--- src/rtl/zeroheti_obi_demux.sv ---
// Single-master, N-slave OBI request demultiplexer with in-order response tracking.
// Build option: define ZEROHETI_DEMUX_ERR_RESP_EN to answer unmapped accesses internally with an error.

package zeroheti_pkg;
    typedef struct packed {
        logic [31:0] base;
        logic [31:0] last;
    } addr_rule_t;

    localparam addr_rule_t DbgAddr    = '{base: 32'h0000_0000, last: 32'h0000_1000};
    localparam addr_rule_t HetIcAddr  = '{base: 32'h0000_1000, last: 32'h0000_2000};
    localparam addr_rule_t UartAddr   = '{base: 32'h0000_2000, last: 32'h0000_2100};
    localparam addr_rule_t MtimerAddr = '{base: 32'h0000_2100, last: 32'h0000_2200};
    localparam addr_rule_t ImemAddr   = '{base: 32'h0001_0000, last: 32'h0002_0000};
    localparam addr_rule_t DmemAddr   = '{base: 32'h0002_0000, last: 32'h0003_0000};
    localparam addr_rule_t ExtAddr    = '{base: 32'h8000_0000, last: 32'hFFFF_FFFF};
endpackage

module zeroheti_obi_demux #(
    parameter int unsigned NumRules = 7,
    parameter zeroheti_pkg::addr_rule_t Rules [NumRules] = '{
        zeroheti_pkg::DbgAddr, zeroheti_pkg::HetIcAddr, zeroheti_pkg::UartAddr,
        zeroheti_pkg::MtimerAddr, zeroheti_pkg::ImemAddr, zeroheti_pkg::DmemAddr,
        zeroheti_pkg::ExtAddr},
    parameter int unsigned MaxTrans = 2
) (
    input  logic                     clk_i,
    input  logic                     rst_i,
    input  logic                     req_i,
    output logic                     gnt_o,
    input  logic [31:0]              addr_i,
    input  logic                     we_i,
    input  logic [3:0]               be_i,
    input  logic [31:0]              wdata_i,
    output logic                     rvalid_o,
    output logic [31:0]              rdata_o,
    output logic                     err_o,
    output logic [NumRules-1:0]      dn_req_o,
    input  logic [NumRules-1:0]      dn_gnt_i,
    output logic [31:0]              dn_addr_o,
    output logic                     dn_we_o,
    output logic [3:0]               dn_be_o,
    output logic [31:0]              dn_wdata_o,
    input  logic [NumRules-1:0]      dn_rvalid_i,
    input  logic [NumRules-1:0][31:0] dn_rdata_i,
    input  logic [NumRules-1:0]      dn_err_i,
    output logic                     unmapped_o
);

    localparam int unsigned CntW = $clog2(MaxTrans + 1);
    localparam int unsigned SelW = $clog2(NumRules + 1);
    localparam logic [CntW-1:0] MaxCnt = CntW'(MaxTrans);
`ifdef ZEROHETI_DEMUX_ERR_RESP_EN
    localparam logic [SelW-1:0] ErrSel  = SelW'(NumRules);
    localparam logic [31:0]     ErrData = 32'hBADC_AB1E;
    logic err_pending_q;
`endif

    logic [CntW-1:0]     cnt_q, cnt_next;
    logic [SelW-1:0]     sel_q;
    logic [NumRules-1:0] hit;
    logic                mapped;
    logic [SelW-1:0]     hit_idx, target;
    logic                issue, hs, active;
    logic                port_gnt, port_rvalid, port_err;
    logic [31:0]         port_rdata;

    generate
        for (genvar gi = 0; gi < NumRules; gi++) begin : g_decode
            assign hit[gi]      = (addr_i >= Rules[gi].base) && (addr_i < Rules[gi].last);
            assign dn_req_o[gi] = issue && (target == SelW'(gi));
        end
    endgenerate

    // Scan downward so the lowest matching rule wins on overlap.
    always_comb begin
        mapped  = 1'b0;
        hit_idx = '0;
        for (int i = int'(NumRules) - 1; i >= 0; i--) begin
            if (hit[i]) begin
                mapped  = 1'b1;
                hit_idx = SelW'(i);
            end
        end
`ifdef ZEROHETI_DEMUX_ERR_RESP_EN
        target = mapped ? hit_idx : ErrSel;
`else
        target = mapped ? hit_idx : SelW'(NumRules - 1);
`endif
    end

    always_comb begin
        port_gnt    = 1'b0;
        port_rvalid = 1'b0;
        port_rdata  = '0;
        port_err    = 1'b0;
        for (int i = 0; i < int'(NumRules); i++) begin
            if (target == SelW'(i)) begin
                port_gnt = dn_gnt_i[i];
            end
            if (sel_q == SelW'(i)) begin
                port_rvalid = dn_rvalid_i[i];
                port_rdata  = dn_rdata_i[i];
                port_err    = dn_err_i[i];
            end
        end
`ifdef ZEROHETI_DEMUX_ERR_RESP_EN
        if (target == ErrSel) begin
            port_gnt = 1'b1;
        end
        if (sel_q == ErrSel) begin
            port_rvalid = err_pending_q;
            port_rdata  = ErrData;
            port_err    = 1'b1;
        end
`endif
    end

    // A new target is only accepted once every outstanding response has drained.
    assign issue  = req_i && (cnt_q < MaxCnt) && ((cnt_q == '0) || (target == sel_q));
    assign gnt_o  = issue && port_gnt;
    assign hs     = req_i && gnt_o;
    assign active = (cnt_q != '0);

    assign rvalid_o   = active && port_rvalid;
    assign rdata_o    = active ? port_rdata : 32'h0;
    assign err_o      = rvalid_o && port_err;
    assign unmapped_o = hs && !mapped;

    assign dn_addr_o  = addr_i;
    assign dn_we_o    = we_i;
    assign dn_be_o    = be_i;
    assign dn_wdata_o = wdata_i;

    always_comb begin
        cnt_next = cnt_q;
        case ({hs, rvalid_o})
            2'b10:   cnt_next = cnt_q + CntW'(1);
            2'b01:   cnt_next = cnt_q - CntW'(1);
            default: cnt_next = cnt_q;
        endcase
    end

    always_ff @(posedge clk_i) begin
        if (rst_i) begin
            cnt_q <= '0;
            sel_q <= '0;
        end else begin
            cnt_q <= cnt_next;
            if (hs) begin
                sel_q <= target;
            end
        end
    end

`ifdef ZEROHETI_DEMUX_ERR_RESP_EN
    // The internal error responder answers exactly one cycle after each handshake.
    always_ff @(posedge clk_i) begin
        if (rst_i) begin
            err_pending_q <= 1'b0;
        end else begin
            err_pending_q <= hs && (target == ErrSel);
        end
    end
`endif

endmodule

--- config.mk ---
export PLATFORM = sky130hd
export DESIGN_NAME = zeroheti_obi_demux
export DESIGN_NICKNAME = d
export VERILOG_FILES = /design/src/rtl/zeroheti_obi_demux.sv
export SDC_FILE = /design/constraint.sdc
export NUM_CORES = 1
export LEC_CHECK = 0
export BUFFER_PORTS_ARGS = -buffer_cell sky130_fd_sc_hd__buf_2
export CAP_MARGIN = 10
export CORE_AREA = 2 2 166 168
export CTS_BUF_LIST = sky130_fd_sc_hd__clkbuf_4
export DETAILED_ROUTE_END_ITERATION = 6
export DIE_AREA = 0 0 168 170
export PLACE_DENSITY_LB_ADDON = 0.05
export SYNTH_ARGS = -nofsm -noshare
export SYNTH_HDL_FRONTEND = slang
export SYNTH_SLANG_ARGS = --single-unit
--- constraint.sdc ---
create_clock -name clk_i -period 5.05 [get_ports clk_i]
set_clock_uncertainty 0.2 [all_clocks]
set_input_delay 0.7575 -clock clk_i [delete_from_list [all_inputs] [get_ports clk_i]]
set_output_delay 0.7575 -clock clk_i [all_outputs]
set_load 0.02 [all_outputs]
==> results of run 1 <==
-- stage by stage --
step | area, µm² | cells | util, % | total power (W)
floorplan | 3274 | 453 | - | 0.0006371
global placement | 4828 | 1049 | 18.12 | 0.0009250
detailed placement | 4828 | 1049 | 18.12 | 0.0009231
CTS | 4858 | 1053 | 18.23 | 0.0009777
global route | 4858 | 1053 | 18.23 | 0.001046
finish | 4858 | 1053 | 18.23 | 0.0009461
-- worst max-delay path, stage by stage --
cell and delay [ns]:
buf_2 0.13, nor4_1 0.49, nand4_2 0.37, a211o_2 0.43, xor2_1 0.18, o31ai_4 0.47
nand2_4 0.12, a211oi_2 0.25, buf_2 0.21
-- flip-flops by register name, summed over array words and instances (netlist names) --
register,cells
cnt_q,2
sel_q,3
-- routing by layer --
layer,wire length (µm),up-vias
met5,27,-
met1,7157,2030
met3,1353,24
li1,-,2121
met2,9705,220
met4,184,4
-- cell families (layout without fill, tap and decap cells) --
logic type | Yosys count | in the layout
simple gates | 173 | 173
compound gates | 124 | 124
buf+inv | 109 | 368
mux | 36 | 36
xor+xnor | 5 | 5
flops | 5 | 5
fa+ha+maj | 1 | 1
-- where the power goes --
part,switching [W],internal [W]
Clock,0.0000155,0.0000352
Sequential,0.0000395,0.0000477
Combinational,0.000494,0.000314
-- final timing paths --
path / start / to / slack (ns)
worst max-delay path: addr_i[31] / unmapped_o / 0.69
worst min-delay path: cnt_q[1]$_SDFFE_PP0P_ / cnt_q[1]$_SDFFE_PP0P_ / 0.30
worst max register to register: sel_q[0]$_SDFFE_PP0P_ / cnt_q[1]$_SDFFE_PP0P_ / 2.06
worst min register to register: cnt_q[1]$_SDFFE_PP0P_ / cnt_q[1]$_SDFFE_PP0P_ / 0.30
-- Yosys cell counts, types with 2 or more instances --
library cell and n:
xor2_1 3, nor4_2 5, nand2_1 10, or2b_2 2, o21ai_0 35, buf_6 2
nor3b_1 3, nor4_1 6, clkbuf_1 24, o211a_1 2, mux4_2 30, a211o_2 2
or3_1 2, buf_1 5, nor2b_1 8, buf_4 69, xnor2_1 2, or4_4 2
inv_1 4, clkbuf_8 5, nor3_2 2, nor3_1 2, nor2_1 106, nand4_1 8
mux2i_1 5, nand3_1 2, or2_2 2, dfxtp_1 5, a21oi_1 44, nand3b_1 4
a211oi_1 33
-- area by class of cell --
cell class,count,area [µm²],area share (%)
tap,341,426.7,8.782
timing repair buffer,360,1829,37.65
sequential,5,108.9,2.241
inverter,4,15.01,0.3090
multi-input combinational,339,2449,50.40
clock buffer,4,30.03,0.6181
==> results.json, run 1 <==
{
  "hold_buffers": 0,
  "synth_seq_cells": 5,
  "yosys_warnings": 0,
  "use_met2_pct": 23.03,
  "outcome": "completed",
  "area_growth_pct": 48.38,
  "end_kind": "output pin",
  "coreArea_um2": 26650,
  "antennaDiodeCount": 0,
  "grt_pass1_wl_mm": 26.55,
  "met1_usage_pct": 13.61,
  "ys_seq_area_share_pct": 3.057,
  "num_rows": 60,
  "final_common_cell": "buf_2",
  "pin_count": 429,
  "fillerInstances": 3105,
  "synth-edff-count": 0,
  "synth_fa_ha_area_share_pct": 0.3821,
  "gp_congestion": 0.7623,
  "worstPathRequired_ns": 4.09,
  "crit_path_start_kind": "primary input",
  "syn-num-nets": 771,
  "hp-class": "flop to flop",
  "worst-path-max-fanout": 10,
  "grt_usage_pct": 11.95,
  "die_x_um": 168,
  "dieArea_um2": 28560,
  "cap_violations": 0,
  "ir_drop_v": 0.00007817,
  "dp_hpwl_mm": 15.49,
  "synthSimpleGateAreaFrac_pct": 26.79,
  "post-route-period-util_pct": 86.38,
  "ys_types": 50,
  "synth-compound-area-share_pct": 23.54,
  "cts_setup_buffers": 0,
  "worst_hold_slack_ns": 0.3038,
  "p_leak_nw": 2.312,
  "r2r_cells": 6,
  "cts_made_buffers": 3,
  "dp_slack_ns": 0.6781,
  "post-synth-top-area-fraction_pct": 20.63,
  "overflow": 0,
  "drt_pre_antenna_iters": 4,
  "drive_gt1_share_pct": 59.27,
  "cts_root_buf": "clkbuf_4",
  "antenna_found_initial": 2,
  "synth_ff_type": "dfxtp_1",
  "path_clk_slew_ns": 0.04,
  "synth.cell_area_um2": 3274,
  "grt_util_met3_pct": 2.558,
  "grt_max_degree": 53,
  "avgSynthCellArea_um2": 7.228,
  "async_flop_share_pct": 0,
  "wirelength_mm": 18.43,
  "fin_ws_ns": 0.6879,
  "maxSlewHeadroom_pct": 55.06,
  "synth_area_leaders": "mux4_2 21%, buf_4 16%, nor2_1 12%",
  "ctsHtreeMaxLevel": 1,
  "setup_violations": 0,
  "grt_pass1_vias": 4672,
  "busiest_layer": "met2",
  "ant_nets": 0,
  "cts_resized": 0,
  "clkLatencyLatePin_ns": 0.24,
  "synth_top_family_by_area": "simple AND/OR/NAND/NOR gates",
  "drc_errors": 0,
  "clock_path_buffers": 2,
  "cts_sinks": 5,
  "die_h_um": 170,
  "arrival_ns": 3.40,
  "p_per_area_nw_per_um2": 194.7,
  "synth.area.mux_share_pct": 22.51,
  "nNetsFinal": 1031,
  "tightestPinTransition_ns": 0.6740,
  "io_buffer_count": 354,
  "layout_common_cells": "354 x buf_2, 106 x nor2_1, 44 x a21oi_1, 35 x o21ai_0, 33 x a211oi_1",
  "start_util_pct": 12.29,
  "synth_largest_area_cell": "mux4_2",
  "min_period_ns": 4.362,
  "via_per_inst": 4.178,
  "rsz0062_at_grt": "false",
  "wl_per_cell_um": 17.50,
  "vias": 4399,
  "tritoncts": "built",
  "whs_path_depth": 2,
  "critical_path_class": "primary input to output pin",
  "max_clock_freq_mhz": 229.2,
  "synth_xor_xnor_area_share_pct": 1.337,
  "synthCells": 453,
  "drtIter0Drc": 146,
  "fin_setup_tns_ns": 0,
  "slew_viol_final": 0,
  "finalHoldViolCount": 0
}
No activity file was read; power rests on OpenSTA's default activity.
==> run 2, diff against run 1 <==
--- a/config.mk
+++ b/config.mk
@@ -7,11 +7,12 @@
 export LEC_CHECK = 0
 export BUFFER_PORTS_ARGS = -buffer_cell sky130_fd_sc_hd__buf_2
 export CAP_MARGIN = 10
-export CORE_AREA = 2 2 166 168
+export CORE_AREA = 2 2 168 170
 export CTS_BUF_LIST = sky130_fd_sc_hd__clkbuf_4
 export DETAILED_ROUTE_END_ITERATION = 6
-export DIE_AREA = 0 0 168 170
+export DIE_AREA = 0 0 170 172
 export PLACE_DENSITY_LB_ADDON = 0.05
+export RECOVER_POWER = 100
 export SYNTH_ARGS = -nofsm -noshare
 export SYNTH_HDL_FRONTEND = slang
 export SYNTH_SLANG_ARGS = --single-unit
==> constraint.sdc (replaced) <==
create_clock -name clk_i -period 4.3 [get_ports clk_i]
set_clock_uncertainty 0.2 [all_clocks]
set_input_delay 0.645 -clock clk_i [delete_from_list [all_inputs] [get_ports clk_i]]
set_output_delay 0.645 -clock clk_i [all_outputs]
set_load 0.02 [all_outputs]
==> run 2 against run 1 <==
  * The flow now finishes with violations (max-capacitance violations, max-slew violations)
  * Final cell count increased by 0.95%
  * Design area down 1.3%
  * Utilization is 0.77 points lower
  * Sequential power rose by 17%
  * Register-to-register slack worse by 0.70 ns
  * Non-clock buffer count is 4 higher
  * Global-route usage about the same
  * Total power is 16% higher
  * Worst hold slack improved by 0.019 ns
==> results.json, run 2 (synthesis results as in run 1) <==
{
  "worst-path-max-fanout": 9,
  "io_buffer_count": 354,
  "grt_pass1_wl_mm": 26.70,
  "cts_setup_buffers": 0,
  "via_per_inst": 4.139,
  "clock_path_buffers": 2,
  "grt_max_degree": 44,
  "drtIter0Drc": 115,
  "clkLatencyLatePin_ns": 0.24,
  "slew_viol_final": 33,
  "antenna_found_initial": 5,
  "tightestPinTransition_ns": 1.543,
  "num_rows": 61,
  "cap_violations": 1,
  "cts_sinks": 5,
  "dieArea_um2": 29240,
  "ctsHtreeMaxLevel": 1,
  "path_clk_slew_ns": 0.05,
  "tritoncts": "built",
  "largest_reg_flops": 3,
  "drt_pre_antenna_iters": 6,
  "setup_violations": 0,
  "wl_per_cell_um": 17.62,
  "overflow": 0,
  "regMostFlops": "sel_q",
  "instances_no_fill": 1063,
  "critical_path_class": "primary input to output pin",
  "drc_errors": 0,
  "largestRegisters": "sel_q x3, cnt_q x2",
  "p_per_area_nw_per_um2": 227.9,
  "dp_hpwl_mm": 15.68,
  "vias": 4400,
  "start_util_pct": 11.92,
  "finalHoldViolCount": 0,
  "ant_nets": 0,
  "hold_buffers": 0,
  "pin_count": 429,
  "violations": "max-capacitance violations, max-slew violations",
  "outcome": "complete, but fails checks",
  "crit_path_start_kind": "primary input",
  "final_common_cell": "buf_2",
  "multiInputGateArea_um2": 2449,
  "fin_setup_tns_ns": 0,
  "hp-class": "flop to flop",
  "area_growth_pct": 46.50,
  "post-route-period-util_pct": 92.98,
  "worstPathRequired_ns": 3.45,
  "die_h_um": 172,
  "wirelength_mm": 18.73,
  "fillerInstances": 3231,
  "maxSlewHeadroom_pct": -2.834,
  "min_period_ns": 3.998,
  "cts_made_buffers": 3,
  "max_clock_freq_mhz": 250.1,
  "end_kind": "output pin",
  "gp_congestion": 0.7407,
  "regArea_um2": 108.9,
  "arrival_ns": 3.15,
  "coreArea_um2": 27480,
  "drive_gt1_share_pct": 50.28,
  "cts_resized": 0,
  "placed_cells": 1058,
  "p_leak_nw": 2.100,
  "layout_common_cells": "286 x buf_2, 106 x nor2_1, 66 x clkbuf_1, 44 x a21oi_1, 35 x o21ai_0",
  "cts_root_buf": "clkbuf_4",
  "grt_usage_pct": 11.93,
  "grt_pass1_vias": 4588,
  "die_x_um": 170,
  "nNetsFinal": 1035,
  "power.total_w": 0.001093,
  "ir_drop_v": 0.00006851,
  "rsz0062_at_grt": "false"
}
run 2: power breakdown:
part | leakage, nW | total (W) | switching (W) | internal (W)
Sequential | 0.0428 | 0.000102 | 0.0000456 | 0.0000561
Clock | 0.0184 | 0.0000600 | 0.0000187 | 0.0000413
Combinational | 2.04 | 0.000932 | 0.000589 | 0.000343
run 2: through the flow:
step	setup slack [ns]	utilization [%]	hold WS (ns)	cell area, µm²
after floorplan	0.6716	-	0.2570	3274
after global placement	0.3178	17.66	0.2893	4852
after detailed placement	0.2369	17.66	0.3139	4852
after CTS	0.2412	17.77	0.3199	4882
after global routing	0.01700	17.45	0.3509	4795
final	0.3018	17.46	0.3228	4797
run 2: cell type report:
type                    instances  area share (%)
well taps                     346           9.025
flip-flops and latches          5           2.269
repair buffers                364           36.67
clock buffers                   4          0.6260
diodes                          1         0.05216
inverters                       4          0.3130
multi-input cells             339           51.04
run 2: critical path: stages:
cell,delay (ns)
buf_2,0.15
or4_4,0.56
a221o_1,0.36
nor3_2,0.25
xnor2_1,0.13
o31ai_4,0.49
nand2b_4,0.15
nor4_2,0.19
clkbuf_2,0.22
run 2: per-layer routing:
| metal | wire length (µm) | vias up | share of wire (%) | global-route usage (%) |
|---|---|---|---|---|
| met1 | 7144 | 2001 | 38 | 13.27 |
| met2 | 9620 | 235 | 51 | 22.57 |
| met5 | 57 | - | 0.30 | 0 |
| met3 | 1701 | 32 | 9.1 | 3.685 |
| met4 | 207 | 8 | 1.1 | 1.970 |
| li1 | - | 2124 | - | - |
run 2: worst paths after layout:
path / from / end / slack [ns] / depth (start not counted)
setup / recovery: addr_i[12] / dn_req_o[2] / 0.30 / 9
hold / removal: cnt_q[1]$_SDFFE_PP0P_ / cnt_q[1]$_SDFFE_PP0P_ / 0.32 / 2
setup reg to reg: cnt_q[0]$_SDFFE_PP0P_ / cnt_q[1]$_SDFFE_PP0P_ / 1.36 / 7
hold reg to reg: cnt_q[1]$_SDFFE_PP0P_ / cnt_q[1]$_SDFFE_PP0P_ / 0.32 / 2
==> run 3, diff against run 2 <==
--- a/config.mk
+++ b/config.mk
@@ -13,6 +13,7 @@
 export DIE_AREA = 0 0 170 172
 export PLACE_DENSITY_LB_ADDON = 0.05
 export RECOVER_POWER = 100
+export REMOVE_ABC_BUFFERS = 1
 export SYNTH_ARGS = -nofsm -noshare
 export SYNTH_HDL_FRONTEND = slang
 export SYNTH_SLANG_ARGS = --single-unit
==> run 3 against run 2 <==
  * The flow now finishes without violations
  * Critical path type unchanged
  * Utilization stayed put
  * Worst setup slack improved by 0.099 ns
  * First-iteration DRC count increased by 18%
  * Via count up 0.34%
  * Critical path depth unchanged
==> results.json, run 3 (synthesis results as in run 1) <==
{
  "layout_common_cells": "287 x buf_2, 106 x nor2_1, 68 x clkbuf_1, 44 x a21oi_1, 35 x o21ai_0",
  "overflow": 0,
  "ctsHtreeMaxLevel": 1,
  "p_per_area_nw_per_um2": 227.8,
  "p_leak_nw": 2.092,
  "r2r-end": "cnt_q[1]$_SDFFE_PP0P_",
  "largest_reg_flops": 3,
  "grt_max_degree": 64,
  "path_clk_slew_ns": 0.04,
  "fillerInstances": 3250,
  "startpoint": "addr_i[16]",
  "hold_buffers": 0,
  "cts_setup_buffers": 0,
  "r2r_setup_slack_ns": 0.88,
  "cts_made_buffers": 3,
  "placed_cell_area_um2": 4862,
  "grt_pass1_vias": 4534,
  "maxSlewHeadroom_pct": 39.74,
  "gp_congestion": 0.7787,
  "die_h_um": 172,
  "cts_root_buf": "clkbuf_4",
  "coreArea_um2": 27480,
  "cts_resized": 0,
  "regMostFlops": "sel_q",
  "drive_gt1_share_pct": 49.93,
  "drtIter0Drc": 136,
  "grt_pass1_wl_mm": 28.75,
  "num_rows": 61,
  "finalHoldViolCount": 0,
  "wirelength_mm": 20.94,
  "hp-class": "flop to flop",
  "end_kind": "output pin",
  "dieArea_um2": 29240,
  "clock_path_buffers": 2,
  "nNetsFinal": 1036,
  "largestRegisters": "sel_q x3, cnt_q x2",
  "worstSetupEndpoint": "unmapped_o",
  "crit_path_start_kind": "primary input",
  "max_clock_freq_mhz": 256.5,
  "min_period_ns": 3.899,
  "worstPathRequired_ns": 3.45,
  "r2r_cells": 7,
  "setup_violations": 0,
  "ant_nets": 0,
  "rsz0062_at_grt": "false",
  "vias": 4415,
  "tritoncts": "built",
  "antenna_found_initial": 4,
  "outcome": "completed",
  "fin_area_um2": 4797,
  "area_growth_pct": 46.50,
  "hp-start": "cnt_q[1]$_SDFFE_PP0P_",
  "dp_slack_ns": 0.4344,
  "final_common_cell": "buf_2",
  "cap_violations": 0,
  "arrival_ns": 3.05,
  "io_buffer_count": 354,
  "clkLatencyLatePin_ns": 0.24,
  "drc_errors": 0,
  "tightestPinTransition_ns": 0.9039,
  "pin_count": 429,
  "drt_pre_antenna_iters": 4,
  "dp_hpwl_mm": 17.82,
  "post-route-period-util_pct": 90.67,
  "via_per_inst": 4.142,
  "slew_viol_final": 0,
  "worst-path-max-fanout": 12,
  "critical_path_class": "primary input to output pin",
  "ir_drop_v": 0.00008819,
  "r2r-start": "sel_q[0]$_SDFFE_PP0P_",
  "grt_usage_pct": 13.17,
  "die_x_um": 170,
  "fin_ws_ns": 0.4012,
  "cts_sinks": 5,
  "wl_per_cell_um": 19.64,
  "start_util_pct": 11.92
}
run 3: changes by cell type in the layout (fill, tap and decap cells not counted), sizes merged:
cell	delta
buf	+1
diode	+2
run 3: where the power goes:
part,switching [W],internal (W)
Combinational,0.000588,0.000349
Clock,0.0000179,0.0000413
Sequential,0.0000399,0.0000570
run 3: layout make-up:
type | instances | area (µm²) | area share [%]
Tap cell | 346 | 432.9 | 9.025
Clock buffer | 4 | 30.03 | 0.6260
Sequential cell | 5 | 108.9 | 2.269
Timing Repair Buffer | 365 | 1762 | 36.72
Inverter | 4 | 15.01 | 0.3130
Antenna cell | 3 | 7.507 | 0.1565
Multi-Input combinational cell | 339 | 2441 | 50.89
run 3: worst min path at each step:
| stage | cells past startpoint | slack (ns) | end |
|---|---|---|---|
| after detailed placement | 2 | 0.32 | cnt_q[1]$_SDFFE_PP0P_ |
| after global routing | 2 | 0.34 | cnt_q[1]$_SDFFE_PP0P_ |
| after CTS | 2 | 0.33 | cnt_q[1]$_SDFFE_PP0P_ |
| after global placement | 2 | 0.30 | cnt_q[1]$_SDFFE_PP0P_ |
| final | 2 | 0.32 | cnt_q[1]$_SDFFE_PP0P_ |
| after floorplan | 2 | 0.26 | cnt_q[1]$_SDFFE_PP0P_ |
run 3: worst max-delay path: stages:
cell and delay, ns:
clkbuf_1 0.24, or4_4 0.65, nor4_1 0.29, nor3_2 0.09
xnor2_1 0.17, o31ai_4 0.36, nand2_1 0.20, a211oi_2 0.21
buf_2 0.19
run 3: routing by layer:
metal | up-vias | track usage (%) | wire length (µm)
li1 | 2132 | - | -
met1 | 2078 | 15.63 | 8128
met2 | 189 | 22.87 | 10640
met3 | 12 | 5.287 | 1906
met4 | 4 | 1.263 | 133
met5 | - | 2.957 | 132
run 3: stage by stage:
step | hold slack [ns] | instances | setup TNS (ns) | power, W | utilization, %
final | 0.3231 | 1066 | 0 | 0.001093 | 17.46
after floorplan | 0.2570 | 348 | -27.94 | 0.0006218 | -
after global placement | 0.2979 | 1059 | 0 | 0.001102 | 17.70
after detailed placement | 0.3179 | 1059 | 0 | 0.001092 | 17.70
after CTS | 0.3265 | 1063 | 0 | 0.001158 | 17.81
after global routing | 0.3434 | 1065 | 0 | 0.001214 | 17.45
